--- config.mk ---
export PLATFORM = sky130hd
export DESIGN_NAME = xbus_arbiter
export DESIGN_NICKNAME = d
export VERILOG_FILES = /design/src/rtl/xbus_arbiter.sv
export SDC_FILE = /design/constraint.sdc
export NUM_CORES = 1
export LEC_CHECK = 0
export ABC_AREA = 0
export CORE_UTILIZATION = 30
export CTS_CLUSTER_DIAMETER = 200
export CTS_CLUSTER_SIZE = 30
export DETAILED_ROUTE_END_ITERATION = 6
export SETUP_SLACK_MARGIN = 0.15
export SLEW_MARGIN = 20
export SYNTH_ARGS = -nofsm -noshare
export SYNTH_HDL_FRONTEND = slang
export SYNTH_SLANG_ARGS = --single-unit
export TNS_END_PERCENT = 30
--- constraint.sdc ---
create_clock -name clk -period 3.2 [get_ports clk]
set_input_delay 0.64 -clock clk [delete_from_list [all_inputs] [get_ports clk]]
set_output_delay 0.64 -clock clk [all_outputs]
set_load 0.005 [all_outputs]
--- src/rtl/xbus_arbiter.sv ---
// Two-master xbus arbiter: round-robin grant with a bounded burst lock, then
// sequences address phase, read-latency wait and rdata/ack back to the owner.
module xbus_arbiter #(
  parameter int RD_LAT   = 1,
  parameter int HOLD_MAX = 4
) (
  input  logic        clk,
  input  logic        rst,
  input  logic        m0_req,
  input  logic        m0_lock,
  input  logic        m0_we,
  input  logic [3:0]  m0_be,
  input  logic [31:0] m0_addr,
  input  logic [31:0] m0_wdata,
  output logic        m0_ack,
  output logic [31:0] m0_rdata,
  input  logic        m1_req,
  input  logic        m1_lock,
  input  logic        m1_we,
  input  logic [3:0]  m1_be,
  input  logic [31:0] m1_addr,
  input  logic [31:0] m1_wdata,
  output logic        m1_ack,
  output logic [31:0] m1_rdata,
  output logic        xbus_as,
  output logic        xbus_we,
  output logic [3:0]  xbus_be,
  output logic [31:0] xbus_addr,
  output logic [31:0] xbus_wdata,
  input  logic [31:0] xbus_rdata
);

  localparam int CW = (RD_LAT > 1) ? $clog2(RD_LAT) : 1;
  localparam int HW = $clog2(HOLD_MAX + 1);

  typedef enum logic [1:0] {S_IDLE, S_ADDR, S_WAIT, S_RESP} state_t;

  state_t        state_q, state_d;
  logic          owner_q, owner_d;
  logic          last_gnt_q, last_gnt_d;
  logic          lock_q, lock_d;
  logic [HW-1:0] hold_q, hold_d;
  logic [CW-1:0] cnt_q, cnt_d;
  logic          we_q, we_d;
  logic [3:0]    be_q, be_d;
  logic [31:0]   addr_q, addr_d;
  logic [31:0]   wdata_q, wdata_d;
  logic [31:0]   rdata0_q, rdata0_d;
  logic [31:0]   rdata1_q, rdata1_d;
  logic          locked;

  always_ff @(posedge clk or negedge rst) begin
    if (!rst) begin
      state_q    <= S_IDLE;
      owner_q    <= 1'b0;
      last_gnt_q <= 1'b1;
      lock_q     <= 1'b0;
      hold_q     <= '0;
      cnt_q      <= '0;
      we_q       <= 1'b0;
      be_q       <= '0;
      addr_q     <= '0;
      wdata_q    <= '0;
      rdata0_q   <= '0;
      rdata1_q   <= '0;
    end else begin
      state_q    <= state_d;
      owner_q    <= owner_d;
      last_gnt_q <= last_gnt_d;
      lock_q     <= lock_d;
      hold_q     <= hold_d;
      cnt_q      <= cnt_d;
      we_q       <= we_d;
      be_q       <= be_d;
      addr_q     <= addr_d;
      wdata_q    <= wdata_d;
      rdata0_q   <= rdata0_d;
      rdata1_q   <= rdata1_d;
    end
  end

  // Burst lock only holds while the previous owner still requests and has grants left.
  assign locked = lock_q && (hold_q < HW'(HOLD_MAX)) &&
                  (last_gnt_q ? m1_req : m0_req);

  always_comb begin
    state_d    = state_q;
    owner_d    = owner_q;
    last_gnt_d = last_gnt_q;
    lock_d     = lock_q;
    hold_d     = hold_q;
    cnt_d      = cnt_q;
    we_d       = we_q;
    be_d       = be_q;
    addr_d     = addr_q;
    wdata_d    = wdata_q;
    rdata0_d   = rdata0_q;
    rdata1_d   = rdata1_q;
    unique case (state_q)
      S_IDLE: begin
        if (m0_req || m1_req) begin
          if (locked) begin
            owner_d = last_gnt_q;
            hold_d  = hold_q + HW'(1);
          end else begin
            owner_d = (m0_req && m1_req) ? ~last_gnt_q : m1_req;
            hold_d  = HW'(1);
          end
          we_d    = owner_d ? m1_we    : m0_we;
          be_d    = owner_d ? m1_be    : m0_be;
          addr_d  = owner_d ? m1_addr  : m0_addr;
          wdata_d = owner_d ? m1_wdata : m0_wdata;
          state_d = S_ADDR;
        end
      end
      S_ADDR: begin
        cnt_d   = CW'(RD_LAT - 1);
        state_d = S_WAIT;
      end
      S_WAIT: begin
        if (cnt_q == '0) begin
          // Read data lands straight in the owner's rdata so it is valid with ack.
          if (!we_q) begin
            if (owner_q) rdata1_d = xbus_rdata;
            else         rdata0_d = xbus_rdata;
          end
          state_d = S_RESP;
        end else begin
          cnt_d = cnt_q - CW'(1);
        end
      end
      S_RESP: begin
        last_gnt_d = owner_q;
        lock_d     = owner_q ? m1_lock : m0_lock;
        state_d    = S_IDLE;
      end
      default: state_d = S_IDLE;
    endcase
  end

  assign xbus_as    = (state_q == S_ADDR) || (state_q == S_WAIT);
  assign xbus_we    = (state_q == S_ADDR) && we_q;
  assign xbus_be    = be_q;
  assign xbus_addr  = addr_q;
  assign xbus_wdata = wdata_q;
  assign m0_ack     = (state_q == S_RESP) && !owner_q;
  assign m1_ack     = (state_q == S_RESP) && owner_q;
  assign m0_rdata   = rdata0_q;
  assign m1_rdata   = rdata1_q;

endmodule

==> metrics.md <==
| Metric | Value |
|---|---|
| Cts bufs inserted | 17 |
| Syn avg cell area | ~13 sq um |
| Seq/Total Area, Yosys | between 50% and 60% |
| Commonest cells after routing, fill and taps aside | clkdlybuf4s50_1, dfrtp_1, nor2_1 |
| Final hold vios | 0 |
| Slew @ Worst Pin | between 0.7 and 0.8 ns |
| Main flop type after synthesis | dfrtp_1 |
| Total power | ~9.1 mW |
| Final Setup Violations | 0 |
| Crit path from | state_q[1]$_DFFE_PN0P_ |
| Post-Syn Instances | 480 |
| Pleak | 4.25 nW |
| PD cells | around 920 nW/um^2 |
| Number of flops mapped to enable cells by yosys | 0 |
| Row count | just over 50 |
| TritonCTS clock tree | done |
| Postcts setup bufs | 0 |
| Post-Syn Area | roughly 6100 sq um |
| CP Class | register to output port |
| DRC | 0 |
| Startpoint types | register |
| Vias in the first global route | ~5,000 |
| Chip height | ~140 microns |
| Final TNS setup | 0 ns |
| Max_cap viols | 0 |
| CP endpoint kind | output port |
| Top Ports | between 300 and 400 |
| CTS resizes | 0 |
| Clk pin slew, worst setup/hold paths | ~0.07 ns |
| N_diodes | 0 |
| Asr flop ratio synth | 100% |
| Min cycle time layout | 2.33 ns |
| Final Routed Wirelength | 16.8 mm |
| Maximum vdd drop | ~0.36 mV |
| Port Buffers | a little over 300 |
| Post-route ant nets | 0 |
| CTS H-tree depth | 4 |
| DP HPWL | roughly 13 mm |
| RSZ-0062 raised after global routing | no |
| Core area | 19,700 sq um |
| Post-Syn Nets | roughly 660 |
| Layout area overhead | 63.1% |
| Commonest non-fill, non-tap cell in the layout | clkdlybuf4s50_1 |
| Clock root buffer | clkbuf_16 |
| Slowest CP cell | clkdlybuf4s50_1 |
| GRT Resource Usage Total | 16.3% |
| First-pass GRT wire length | around 26 mm |
| DRT iter0 DRCs | 136 |
| Arrival time at the worst endpoint | approximately 1.7 ns |
| Crit-path max cell delay | 0.54 ns |
| Min-delay worst type | primary input to async pin |
| Routed WL per cell | between 15 and 20 microns |
| Slew margin rel. | between 50 and 60% |
| Starting Density | 30.9% |
| RD Place Congestion | 0.751 |
| Number of distinct library cells after synthesis | 25 |
| Clock sinks | around 140 |
| Ordered cell list for the critical path | inv_1 -> ha_1 -> and2_1 -> clkdlybuf4s50_1 |
| Die X | between 100 and 150 microns |
| Largest net degree at the start of global routing | 77 |
| Synth Warn # | 0 |
| Fmax | 0.429 GHz |
| Clk Latency, worst-skew pair | between 0.4 and 0.5 ns |
| Via Count | between 4,000 and 5,000 |
| Status | completed |
| Critical R2R Launch | last_gnt_q$_DFFE_PN1N_ |
| Max Clock Skew | approximately 0.010 ns |
| Pre-antenna DRT Iters | 4 |
| #FFs+latches synth | 141 |
| NumNets Final | 969 |
| Proportion of layout cells with a drive suffix above 1 | a little over an eighth |
| Die area | between 20,000 and 25,000 sq um |
| PnR worst setup slack | between 0.8 and 0.9 ns |
| GRT Residual Overflow | 0 |
| Max Transition Viols Final | 0 |
| CP required | around 2.6 ns |
| Clock tree buffer depth | 2 |
| DR vias/cell | approximately 4.5 |
| CTS Hold Bufs | 0 |
| Antenna violations before repair | 0 |
| Max FO, Critical Path | 3 |
| Period Utilization, post-route | approximately 73% |
| Dpl ws | approximately 0.58 ns |
-- stage by stage --
step	instances	hold WS [ns]	cell area, sq um	util, %
2_1_floorplan	480	0.344	6100	-
3_3_place_gp	1034	0.465	9380	47.6
3_5_place_dp	1034	0.479	9380	47.6
4_1_cts	1066	0.216	9950	50.4
5_1_grt	1066	0.229	9950	50.4
6_report	1066	0.202	9950	50.4
-- cell usage after synthesis (2+ instances only) --
| library cell | number | area share [%] |
|---|---|---|
| inv_1 | 3 | 0.18 |
| and2_1 | 2 | 0.21 |
| mux2_2 | 63 | 12 |
| buf_4 | 3 | 0.37 |
| clkbuf_1 | 2 | 0.12 |
| nor2_1 | 75 | 4.6 |
| nand2_1 | 5 | 0.31 |
| mux2i_1 | 71 | 12 |
| a21oi_1 | 71 | 5.8 |
| ha_1 | 5 | 1.0 |
| buf_2 | 17 | 1.4 |
| mux2_1 | 2 | 0.37 |
| o21ai_0 | 3 | 0.25 |
| buf_12 | 8 | 2.6 |
| dfrtp_1 | 140 | 57 |
-- cell families after synthesis --
group	after synthesis	synth area share (%)
simple gates	87	6.07
buf+inv	33	4.70
flops	141	57.9
compound gates	78	6.69
fa+ha+maj	5	1.03
mux	136	23.7
-- flip-flops by register name, summed over array words and instances (netlist names) --
signal      cells
m1_rdata       32
state_q         2
owner_q         1
xbus_wdata     32
m0_rdata       32
we_q            1
hold_q          3
xbus_addr      32
xbus_be         4
lock_q          1
last_gnt_q      1
-- cell type report --
class	count	area [sq um]
Clock inverter	14	123
Tap cell	265	332
Timing Repair Buffer	319	3210
Inverter	3	11.3
Multi-Input combinational cell	306	2300
Clock buffer	18	439
Fill cell	1703	9770
Sequential cell	141	3530
-- path summary, 6_finish.rpt --
path	endpoint	slack, ns	cells past startpoint
worst max register to register	xbus_wdata[21]$_DFFE_PN0P_	1.22	5
worst min-delay path	m0_rdata[28]$_DFFE_PN0P_	0.20	1
min in group clk	hold_q[0]$_DFFE_PN0P_	0.49	1
worst max-delay path	xbus_we	0.87	4
max in group asynchronous	m1_rdata[2]$_DFFE_PN0P_	2.16	2
worst min register to register	hold_q[0]$_DFFE_PN0P_	0.49	1
-- metal layers --
layer | GRT usage, % | part of all wire, % | vias up
met5 | 0 | 0 | -
met4 | 5.93 | 1.1 | 0
met3 | 6.29 | 8.9 | 12
met2 | 29.3 | 52 | 200
met1 | 17.2 | 38 | 2298
li1 | - | - | 2289
-- worst max-delay path, delay by kind of cell, from the launching register on --
family / cells / cell delay, ns
buffers and inverters: 2 / 0.64
and+or+nand+nor: 1 / 0.11
adders and majority gates: 1 / 0.14
DFF: 1 / 0.40
-- where the power goes --
group	switching [mW]	total, mW	internal [mW]
combinational	1.53	4.07	2.54
sequential	0.491	3.18	2.69
clock	0.840	1.88	1.04
(Power assumes the default switching activity.)
